[config.mk]
export PLATFORM = sky130hd
export DESIGN_NAME = seq_muldiv
export DESIGN_NICKNAME = d
export VERILOG_FILES = /design/src/rtl/muldiv_pkg.sv /design/src/rtl/seq_muldiv_addsub_n.sv /design/src/rtl/seq_muldiv.sv
export SDC_FILE = /design/constraint.sdc
export NUM_CORES = 1
export LEC_CHECK = 0
export CAP_MARGIN = 20
export CORE_ASPECT_RATIO = 0.9
export CORE_MARGIN = 2
export CORE_UTILIZATION = 26
export CTS_BUF_LIST = sky130_fd_sc_hd__clkbuf_8
export DETAILED_ROUTE_END_ITERATION = 10
export HOLD_SLACK_MARGIN = 0.02
export SLEW_MARGIN = 20
export SYNTH_ARGS = -nofsm -noshare
export SYNTH_HDL_FRONTEND = slang
export SYNTH_SLANG_ARGS = --single-unit
[constraint.sdc]
create_clock -name clock -period 9.6 [get_ports clock]
set_clock_uncertainty 0.2 [all_clocks]
set_input_delay 2.4 -clock clock [delete_from_list [all_inputs] [get_ports clock]]
set_output_delay 2.4 -clock clock [all_outputs]
set_load 0.02 [all_outputs]
[src/rtl/muldiv_pkg.sv]
// Shared encodings for the sequential multiply/divide unit.
package muldiv_pkg;

    typedef enum logic [1:0] {
        OP_MULU = 2'b00,
        OP_MULS = 2'b01,
        OP_DIVU = 2'b10,
        OP_DIVS = 2'b11
    } op_e;

    typedef enum logic [1:0] {
        IDLE,
        RUN,
        FIX
    } state_e;

endpackage

[src/rtl/seq_muldiv_addsub_n.sv]
// N-bit ripple-carry adder/subtractor built from full-adder cells.
module addsub_n #(
    parameter int N = 16
) (
    input  logic [N-1:0] a,
    input  logic [N-1:0] b,
    input  logic         sub,
    output logic [N-1:0] sum,
    output logic         cout
);

    logic [N-1:0] b_eff;

    assign b_eff = b ^ {N{sub}};

    always_comb begin
        logic carry;
        carry = sub;
        sum   = '0;
        for (int unsigned i = 0; i < N; i++) begin
            sum[i] = a[i] ^ b_eff[i] ^ carry;
            carry  = (a[i] & b_eff[i]) | (carry & (a[i] ^ b_eff[i]));
        end
        cout = carry;
    end

endmodule

[src/rtl/seq_muldiv.sv]
// Multi-cycle shift-add multiplier / restoring divider, signed or unsigned.
module seq_muldiv
    import muldiv_pkg::*;
#(
    parameter int WIDTH = 8
) (
    input  logic                 clock,
    input  logic                 reset,
    input  logic                 start,
    input  logic [1:0]           op,
    input  logic [WIDTH-1:0]     a,
    input  logic [WIDTH-1:0]     b,
    output logic                 busy,
    output logic                 done,
    output logic [2*WIDTH-1:0]   result,
    output logic                 div_by_zero
);

    localparam int W2 = 2 * WIDTH;
    localparam int CW = $clog2(WIDTH + 1);
    localparam logic [CW-1:0] LAST = CW'(WIDTH - 1);

    state_e           state, state_next;
    op_e              op_r;
    logic             sign_a, sign_b, b_zero;
    logic [WIDTH-1:0] a_orig, mplier;
    logic [W2-1:0]    acc, mcand;
    logic [CW-1:0]    cnt;

    logic             is_div, acc_sign_a, acc_sign_b;
    logic [WIDTH-1:0] mag_a, mag_b, rem_next, fix_q, fix_r;
    logic [W2-1:0]    add_a, add_b, add_sum;
    logic             add_sub, add_cout;

    assign busy   = (state != IDLE);
    assign is_div = (op_r == OP_DIVU) || (op_r == OP_DIVS);

    // op[0] selects the two's-complement variants
    assign acc_sign_a = op[0] & a[WIDTH-1];
    assign acc_sign_b = op[0] & b[WIDTH-1];
    assign mag_a      = acc_sign_a ? -a : a;
    assign mag_b      = acc_sign_b ? -b : b;

    // One adder serves the multiply accumulate, the divide trial subtract
    // (remainder carried as WIDTH+1 bits, zero-extended) and the FIX negation.
    always_comb begin
        add_a   = '0;
        add_b   = '0;
        add_sub = 1'b0;
        if (state == FIX) begin
            add_sub = 1'b1;
            add_b   = is_div ? {{WIDTH{1'b0}}, acc[WIDTH-1:0]} : acc;
        end else if (is_div) begin
            add_sub = 1'b1;
            add_a   = {{(WIDTH-1){1'b0}}, acc[W2-1:WIDTH-1]};
            add_b   = {{WIDTH{1'b0}}, mcand[WIDTH-1:0]};
        end else begin
            add_a = acc;
            add_b = mcand;
        end
    end

    addsub_n #(.N(W2)) u_addsub (
        .a    (add_a),
        .b    (add_b),
        .sub  (add_sub),
        .sum  (add_sum),
        .cout (add_cout)
    );

    assign rem_next = add_cout ? add_sum[WIDTH-1:0] : acc[W2-2:WIDTH-1];
    assign fix_q    = (sign_a ^ sign_b) ? add_sum[WIDTH-1:0] : acc[WIDTH-1:0];
    assign fix_r    = sign_a ? -acc[W2-1:WIDTH] : acc[W2-1:WIDTH];

    always_comb begin
        state_next = state;
        unique case (state)
            IDLE:    if (start) state_next = RUN;
            RUN:     if (cnt == LAST) state_next = FIX;
            FIX:     state_next = IDLE;
            default: state_next = IDLE;
        endcase
    end

    always_ff @(posedge clock) begin
        if (reset) state <= IDLE;
        else       state <= state_next;
    end

    always_ff @(posedge clock) begin
        if (reset) begin
            done        <= 1'b0;
            result      <= '0;
            div_by_zero <= 1'b0;
            op_r        <= OP_MULU;
            sign_a      <= 1'b0;
            sign_b      <= 1'b0;
            b_zero      <= 1'b0;
            a_orig      <= '0;
            mplier      <= '0;
            acc         <= '0;
            mcand       <= '0;
            cnt         <= '0;
        end else begin
            done <= 1'b0;
            unique case (state)
                IDLE: if (start) begin
                    op_r   <= op_e'(op);
                    sign_a <= acc_sign_a;
                    sign_b <= acc_sign_b;
                    b_zero <= (b == '0);
                    a_orig <= a;
                    cnt    <= '0;
                    if (op[1]) begin
                        acc   <= {{WIDTH{1'b0}}, mag_a};
                        mcand <= {{WIDTH{1'b0}}, mag_b};
                    end else begin
                        acc    <= '0;
                        mcand  <= {{WIDTH{1'b0}}, mag_a};
                        mplier <= mag_b;
                    end
                end
                RUN: begin
                    cnt <= cnt + CW'(1);
                    if (is_div) begin
                        acc <= {rem_next, acc[WIDTH-2:0], add_cout};
                    end else begin
                        if (mplier[0]) acc <= add_sum;
                        mcand  <= mcand << 1;
                        mplier <= mplier >> 1;
                    end
                end
                FIX: begin
                    done <= 1'b1;
                    if (is_div && b_zero) begin
                        result      <= {a_orig, {WIDTH{1'b1}}};
                        div_by_zero <= 1'b1;
                    end else if (is_div) begin
                        result      <= {fix_r, fix_q};
                        div_by_zero <= 1'b0;
                    end else begin
                        result      <= (sign_a ^ sign_b) ? add_sum : acc;
                        div_by_zero <= 1'b0;
                    end
                end
                default: ;
            endcase
        end
    end

endmodule

* Word-level counts from Yosys, hierarchy flattened
Cells that the tools add are included.
** Storage, ports and cells
- Register bits :: 77
- Word-level logic and storage cells :: 158
- Output and inout bits :: 19
** Cells by class
- Add/subtract/negate cells :: 4
- Multiplexer cells :: 35
- Bitwise logic cells :: 84
- Reduce and logical (&&, ||, !) cells :: 12
- Equality and inequality tests :: 10
** Operator list (count)
- $mux W16 :: 13
- $mux W8 :: 10
- $pmux W16 S2 :: 2
- $and A1 B1 Y1 :: 34
- $xor A1 B1 Y1 :: 33
- $neg A8 Y8 :: 3
- $or A1 B1 Y1 :: 16
- $pmux W8 S2 :: 1
- $xor A16 B16 Y16 :: 1
- $logic_not A8 Y1 :: 1
- $ne A2 B2 Y1 const B :: 4
- $pmux W4 S2 :: 1
- $eq A2 B2 Y1 const B :: 3
- $reduce_and A2 Y1 :: 3
- $reduce_and A3 Y1 :: 2
- $add A4 B1 Y4 const B :: 1
- $eq A4 B3 Y1 const B :: 1
- $mux W1 :: 4
- $mux W2 :: 2
- $mux W4 :: 1
- $pmux W2 S2 :: 1
- $reduce_and A4 Y1 :: 1
- $reduce_bool A2 Y1 :: 2
- $ne A3 B3 Y1 const B :: 1
- other kinds (4) :: 4

* Longest topological paths before layout
- Depth after elaboration :: 41
- Gate-level depth with buffers :: 28
- Mapped depth without buffers :: 24

* Modules after synthesis
A second synthesis with hierarchy kept.
** Second synthesis, totals
- Cell total of the unflattened synthesis :: 655
- Area, all modules :: 5157.4 µm²
** Modules (own cells, without submodules)
- seq_muldiv :: area an instance 4569.4 µm², sequential area each 1521.5 µm², cells an instance 593, instances 1
- addsub_n :: area an instance 588.1 µm², sequential area each 0.0 µm², cells an instance 62, instances 1

* Least setup slack after synthesis
No wires, ideal clock.
- Kind :: flip-flop to flip-flop
- Start :: register op_r[1]
- End :: register acc[14]
- Stages on the path, launching flop included :: 28
- Setup slack :: 1783 ps
- Required time :: 9272 ps
- Library setup time :: 128 ps
- Data arrival time :: 7490 ps
- Clock period less this slack :: 7817 ps
- Buffers on the path :: 4
- Cells stage by stage :: dfxtp_1 buf_2 buf_2 buf_2 mux2i_1 nor2_1 fa_1 fa_1 fa_1 fa_1 fa_1 fa_1 fa_1 fa_1 fa_1 fa_1 fa_1 fa_1 inv_1 fa_1 inv_1 fa_1 fa_1 clkbuf_1 mux2i_1 a21oi_1 a22oi_1 nor2_1
** Between the ends
- Word-level cells in the longest chain between the ends :: 41
- Elaborated cells on any way between the ends :: 83
** RTL lines
- start: declaration :: line seq_muldiv.sv:24 : op_e op_r;
- start signal: assignment :: line seq_muldiv.sv:108 : op_r <= op_e'(op);
- $eq A2 B2 Y1 :: line seq_muldiv.sv:36 : assign is_div = (op_r == OP_DIVU) || (op_r == OP_DIVS);
- $logic_or A1 B1 Y1 (*) :: line seq_muldiv.sv:36
- $mux W1 :: line seq_muldiv.sv:53 : end else if (is_div) begin
- $mux W1 :: line seq_muldiv.sv:50 : if (state == FIX) begin
- $xor A16 B16 Y16 :: line seq_muldiv_addsub_n.sv:14 : assign b_eff = b ^ {N{sub}};
- $xor A1 B1 Y1 :: line seq_muldiv_addsub_n.sv:22 : carry = (a[i] & b_eff[i]) | (carry & (a[i] ^ b_eff[i]));
- $and A1 B1 Y1 :: line seq_muldiv_addsub_n.sv:22
- $or A1 B1 Y1 :: line seq_muldiv_addsub_n.sv:22
- [... 25 more ...]
- $or A1 B1 Y1 :: line seq_muldiv_addsub_n.sv:22
- $and A1 B1 Y1 :: line seq_muldiv_addsub_n.sv:22
- $or A1 B1 Y1 :: line seq_muldiv_addsub_n.sv:22
- $and A1 B1 Y1 :: line seq_muldiv_addsub_n.sv:22
- $or A1 B1 Y1 :: line seq_muldiv_addsub_n.sv:22
- $mux W8 :: line seq_muldiv.sv:71 : assign rem_next = add_cout ? add_sum[WIDTH-1:0] : acc[W2-2:WIDTH-1];
- $mux W16 :: line seq_muldiv.sv:125 : if (is_div) begin
- $pmux W16 S2 :: line seq_muldiv.sv:106 : unique case (state)
- end signal: assignment :: line seq_muldiv.sv:115 : acc <= {{WIDTH{1'b0}}, mag_a};
- end signal: assignment :: line seq_muldiv.sv:126 : acc <= {rem_next, acc[WIDTH-2:0], add_cout};
- end signal: assignment :: line seq_muldiv.sv:128 : if (mplier[0]) acc <= add_sum;
- end: declaration :: line seq_muldiv.sv:27 : logic [W2-1:0] acc, mcand;
Mark *: on every way between the ends. The rest lies on a longest branch, timed or not. The select of a mux whose other input is x is not followed.
A chain may end at the register's enable or synchronous reset.

* Worst setup path in the final report
- Start :: register state[0]
- End :: register acc[14]
** Between the ends
- Word-level cells in the longest chain between the ends :: 39
- Elaborated cells on any way between the ends :: 81
** RTL lines
- start: declaration :: line seq_muldiv.sv:23 : state_e state, state_next;
- start signal: assignment :: line seq_muldiv.sv:87 : else state <= state_next;
- $eq A2 B2 Y1 :: line seq_muldiv.sv:50
- $mux W16 or $mux W1 (tied branches) :: line seq_muldiv.sv:50
- $xor A16 B16 Y16 :: line seq_muldiv_addsub_n.sv:14
- $xor A1 B1 Y1 :: line seq_muldiv_addsub_n.sv:22
- $and A1 B1 Y1 :: line seq_muldiv_addsub_n.sv:22
- $or A1 B1 Y1 :: line seq_muldiv_addsub_n.sv:22
- $and A1 B1 Y1 :: line seq_muldiv_addsub_n.sv:22
- $or A1 B1 Y1 :: line seq_muldiv_addsub_n.sv:22
- [... 23 more ...]
- $or A1 B1 Y1 :: line seq_muldiv_addsub_n.sv:22
- $and A1 B1 Y1 :: line seq_muldiv_addsub_n.sv:22
- $or A1 B1 Y1 :: line seq_muldiv_addsub_n.sv:22
- $and A1 B1 Y1 :: line seq_muldiv_addsub_n.sv:22
- $or A1 B1 Y1 :: line seq_muldiv_addsub_n.sv:22
- $mux W8 :: line seq_muldiv.sv:71
- $mux W16 :: line seq_muldiv.sv:125
- $pmux W16 S2 :: line seq_muldiv.sv:106
Parallel ways exist; a longest one is shown, timed or not. The select of a mux whose other input is x is not followed.

==> report_table.html <==
<table>
<tr><th>Metric</th><th>Value</th></tr>
<tr><th colspan="2">Outcome</th></tr>
<tr><td>Status</td><td>completed</td></tr>
<tr><th colspan="2">Logic synthesis</th></tr>
<tr><td>Top cells by area in the synthesized netlist</td><td>sky130_fd_sc_hd__dfxtp_1 30%, sky130_fd_sc_hd__nor2_1 6.6%, sky130_fd_sc_hd__fa_1 5.8%</td></tr>
<tr><td>Share of async-settable or async-resettable flops after synthesis</td><td>0%</td></tr>
<tr><td>Cell type with the largest total area after synthesis</td><td>sky130_fd_sc_hd__dfxtp_1</td></tr>
<tr><td>Combined area of all synthesized cells</td><td>5150 µm²</td></tr>
<tr><td>Nets in the synthesized netlist</td><td>678</td></tr>
<tr><td>Area fraction of the dominant cell type after synthesis</td><td>29.6%</td></tr>
<tr><td>Synthesized flop and latch total</td><td>76</td></tr>
<tr><td>Number of distinct library cells after synthesis</td><td>72</td></tr>
<tr><td>Cell count after synthesis</td><td>638</td></tr>
<tr><td>Number of enable flip-flop cells after synthesis</td><td>0</td></tr>
<tr><td>Leading register cell type out of synthesis</td><td>sky130_fd_sc_hd__dfxtp_1</td></tr>
<tr><td>Mean area per synthesized cell</td><td>8.07 µm²</td></tr>
<tr><td>Most frequently used cell type in the post-synthesis netlist</td><td>sky130_fd_sc_hd__nor2_1</td></tr>
<tr><td>Cell types with the highest counts after synthesis</td><td>90 x sky130_fd_sc_hd__nor2_1, 76 x sky130_fd_sc_hd__dfxtp_1, 75 x sky130_fd_sc_hd__nand2_1</td></tr>
<tr><td>Total of warnings raised by yosys</td><td>0</td></tr>
<tr><td>Sequential element share of the synthesized area</td><td>29.6%</td></tr>
<tr><th colspan="2">Layout</th></tr>
<tr><td>Non-Filler Instances</td><td>893</td></tr>
<tr><td>Seq. cell area</td><td>1520 µm²</td></tr>
<tr><td>Fin nets</td><td>679</td></tr>
<tr><td>Area taken by multi-input logic gates</td><td>3300 µm²</td></tr>
<tr><td>Share of post-route cells with drive strength above 1</td><td>7.15%</td></tr>
<tr><td>Filler Cell Count</td><td>2078</td></tr>
<tr><td>Post-route cell area</td><td>5790 µm²</td></tr>
<tr><td>Antenna cells</td><td>0</td></tr>
<tr><td>Area added between synthesis and finish</td><td>12.5%</td></tr>
<tr><th colspan="2">Global route</th></tr>
<tr><td>Total track usage</td><td>14.8%</td></tr>
<tr><td>Number of antenna violations at the first check in global routing</td><td>0</td></tr>
<tr><td>Wire length of the first global-routing pass</td><td>24200 µm</td></tr>
<tr><td>Largest net degree at the start of global routing</td><td>54</td></tr>
<tr><td>Via count of the first global-routing pass</td><td>4346</td></tr>
<tr><td>GRT Residual Overflow</td><td>0</td></tr>
<tr><th colspan="2">Worst setup path</th></tr>
<tr><td>List of cells traversed by the critical path</td><td>nand2b_1 &gt; o21ai_0 &gt; fa_1 &gt; fa_1 &gt; fa_1 &gt; fa_1 &gt; fa_1 &gt; fa_1 &gt; fa_1 &gt; fa_1 &gt; fa_1 &gt; fa_1 &gt; fa_1 &gt; fa_1 &gt; inv_1 &gt; fa_1 &gt; inv_1 &gt; fa_1 &gt; fa_1 &gt; mux2i_1 &gt; a21oi_1 &gt; a22oi_1 &gt; nor2_1</td></tr>
<tr><td>Largest delay share family, worst path</td><td>adder cells</td></tr>
<tr><td>Highest fanout seen on the critical path</td><td>17</td></tr>
<tr><td>Cell repeated most along the worst path</td><td>sky130_fd_sc_hd__fa_1</td></tr>
<tr><td>Combined buffer and inverter count along the critical path</td><td>2</td></tr>
<tr><td>Critical path data required time</td><td>9.63 ns</td></tr>
<tr><td>Category of the worst setup path capture point</td><td>flop</td></tr>
<tr><td>CP Launch Type</td><td>flop</td></tr>
<tr><td>Biggest cell delay along the critical path</td><td>0.64 ns</td></tr>
<tr><td>Classification of the worst setup path</td><td>reg -&gt; reg</td></tr>
<tr><td>Arrival time at the worst endpoint</td><td>8.22 ns</td></tr>
<tr><td>Standard cell with the maximum stage delay on the critical path</td><td>sky130_fd_sc_hd__dfxtp_1</td></tr>
<tr><th colspan="2">Pwr</th></tr>
<tr><td>Switch share</td><td>33.2%</td></tr>
<tr><td>Leakage</td><td>2.05 nW</td></tr>
<tr><td>Power density normalized to cell area</td><td>130 nW/µm²</td></tr>
<tr><td>Proportion of power drawn by the clock network</td><td>29.7%</td></tr>
<tr><td>Internal power</td><td>0.000505 W</td></tr>
<tr><td>Post-layout power</td><td>0.000756 W</td></tr>
<tr><td>Worst-case vdd ir drop</td><td>0.0594 mV</td></tr>
<tr><td>Register share of total power</td><td>46.3%</td></tr>
<tr><td>Fraction of power consumed by combinational cells</td><td>24.0%</td></tr>
<tr><td>P_sw</td><td>0.000251 W</td></tr>
<tr><th colspan="2">Placement</th></tr>
<tr><td>Final HPWL from detailed placement</td><td>10900 µm</td></tr>
<tr><td>Buffers on Ports</td><td>39</td></tr>
<tr><td>Number of cells after detailed placement</td><td>878</td></tr>
<tr><td>Post-place instance area</td><td>5630 µm²</td></tr>
<tr><td>Final weighted congestion in routability-driven placement</td><td>0.859</td></tr>
<tr><th colspan="2">Clock tree</th></tr>
<tr><td>Worst-case clock buffer depth</td><td>2</td></tr>
<tr><td>CTS root buffer</td><td>sky130_fd_sc_hd__clkbuf_8</td></tr>
<tr><td>Clock latency reported for the late side of the worst-skew pair</td><td>0.37 ns</td></tr>
<tr><td>CTS-repair resized insts</td><td>0</td></tr>
<tr><td>TritonCTS clock tree</td><td>yes</td></tr>
<tr><td>Depth of the CTS H-tree</td><td>3</td></tr>
<tr><td>Total CTS buffers</td><td>9</td></tr>
<tr><td>Clock-pin slew of the registers on the worst-case setup and hold paths</td><td>0.08 ns</td></tr>
<tr><td>Post-CTS repair timing setup buffer count</td><td>0</td></tr>
<tr><td>Total clock sinks</td><td>76</td></tr>
<tr><td>Post-CTS Hold Fix Bufs</td><td>0</td></tr>
<tr><th colspan="2">STA</th></tr>
<tr><td>Setup violation total in the final timing report</td><td>0</td></tr>
<tr><td>Highest attainable clock frequency</td><td>122 MHz</td></tr>
<tr><td>Actual slew at the worst max-slew pin</td><td>1.01 ns</td></tr>
<tr><td>Period Utilization, post-route</td><td>85.3%</td></tr>
<tr><td>Unrepaired setup endpoints after global routing</td><td>no</td></tr>
<tr><td>Endpoints failing hold</td><td>0</td></tr>
<tr><td>Max-slew violation total from the final report</td><td>0</td></tr>
<tr><td>Final-layout setup total negative slack</td><td>0 ns</td></tr>
<tr><td>Shortest period the worst path allows</td><td>8.18 ns</td></tr>
<tr><td>Worst relative slew slack</td><td>32.4%</td></tr>
<tr><th colspan="2">Flow run</th></tr>
<tr><td># Max-Cap Violations</td><td>0</td></tr>
<tr><th colspan="2">Detailed routing</th></tr>
<tr><td>Final routed wirelength across all metal layers</td><td>15300 µm</td></tr>
<tr><td>DRC violation total after the first TritonRoute iteration</td><td>521</td></tr>
<tr><td>Drt drc</td><td>0</td></tr>
<tr><td>DR pass1 iterations</td><td>5</td></tr>
<tr><td>Post-route antenna net violation count</td><td>0</td></tr>
<tr><td>Routed length per instance</td><td>17.1 µm</td></tr>
<tr><td>Number of vias per cell after detailed routing</td><td>5.25</td></tr>
<tr><td>DR vias</td><td>4687</td></tr>
<tr><th colspan="2">Worst hold path</th></tr>
<tr><td>Type of the tightest min-delay check</td><td>reg -&gt; reg</td></tr>
<tr><th colspan="2">Floorplanning</th></tr>
<tr><td>I/O pin count</td><td>40</td></tr>
<tr><td>Vertical die dimension</td><td>138 µm</td></tr>
<tr><td>Number of standard-cell rows in the floorplan</td><td>48</td></tr>
<tr><td>Starting utilization of the core area</td><td>26.7%</td></tr>
<tr><td>Floorplan die width</td><td>152 µm</td></tr>
<tr><td>Core Footprint</td><td>19300 µm²</td></tr>
<tr><td>Die Area</td><td>20900 µm²</td></tr>
</table>
flip-flops by register name (all words and copies together), names as in the netlist, 2 cells and up:
register  count
a_orig        8
acc          16
cnt           4
mcand        16
mplier        8
result       16
state         2
cell type report:
type / count / area share (%)
timing repair buffer: 45 / 7.43
clock inverter: 4 / 0.302
multi-input combinational: 492 / 57.0
sequential: 76 / 26.3
clock buffer: 11 / 2.61
inverter: 15 / 0.972
tap: 250 / 5.40
metrics by stage:
step	hold slack [ns]	utilization, %	worst slack (ns)
finish	0.260	30.1	1.42
global route	0.280	30.1	1.01
CTS	0.261	30.1	1.45
detailed placement	0.251	29.2	1.51
global placement	0.241	29.2	1.62
floorplan	0.225	-	1.78
kinds of logic (layout without fill, tap and decap cells):
logic type / count (synthesis) / count (layout) / synth area share, %
AND/OR/NAND/NOR: 259 / 259 / 24.6
AO/OA/AOI/OAI: 164 / 164 / 23.0
flip-flops: 76 / 76 / 29.6
buffers and inverters: 70 / 75 / 6.34
multiplexers: 34 / 34 / 6.78
adder cells (fa/ha/maj): 19 / 19 / 6.80
XOR/XNOR: 16 / 16 / 2.87
path summary, 6_finish.rpt:
check | to | slack [ns] | cells past startpoint | startpoint
setup / recovery | acc[14] | 1.42 | 23 | state[0]
hold reg to reg | mplier[1] | 0.26 | 2 | mplier[1]
hold / removal | mplier[1] | 0.26 | 2 | mplier[1]
setup reg to reg | acc[14] | 1.42 | 23 | state[0]
cell usage in the layout, fill, tap and decap left out, drive strengths merged, types with 8 or more instances in the layout:
cell / synthesis / routed
nand2b: 10 / 10
nand2: 75 / 75
nand3: 8 / 8
xnor2: 8 / 8
a21oi: 45 / 45
a311oi: 11 / 11
o21ai: 15 / 15
clkbuf: 26 / 11
clkdlybuf4s50: 0 / 38
fa: 15 / 15
mux2i: 27 / 27
nor2: 91 / 91
a22oi: 19 / 19
nand3b: 14 / 14
nor3: 18 / 18
a211oi: 13 / 13
dfxtp: 76 / 76
o211ai: 14 / 14
inv: 15 / 17
xor2: 8 / 8
worst register-to-register path: cells and delay by family (launching register included):
| kind | cells | cell delay (ns) |
|---|---|---|
| fa+ha+maj | 15 | 5.90 |
| simple gates | 2 | 0.48 |
| mux | 1 | 0.24 |
| buf+inv | 2 | 0.13 |
| compound gates | 3 | 0.45 |
| flops | 1 | 0.64 |
routing by layer:
| layer | up-vias | wire length [µm] | global-route usage, % |
|---|---|---|---|
| li1 | 2285 | - | - |
| met1 | 2231 | 7370 | 20.7 |
| met2 | 146 | 6640 | 22.2 |
| met3 | 25 | 881 | 2.58 |
| met4 | 0 | 395 | 7.06 |
| met5 | - | 0 | 0 |
power groups by stage:
stage | logic [W] | registers [W] | clock network (W)
6_report | 0.000181 | 0.000350 | 0.000225
5_1_grt | 0.000198 | 0.000352 | 0.000245
4_1_cts | 0.000179 | 0.000350 | 0.000230
3_5_place_dp | 0.000179 | 0.000357 | 0
3_3_place_gp | 0.000180 | 0.000357 | 0
2_1_floorplan | 0.000135 | 0.000346 | 0
No activity file was read; power rests on OpenSTA's default activity.
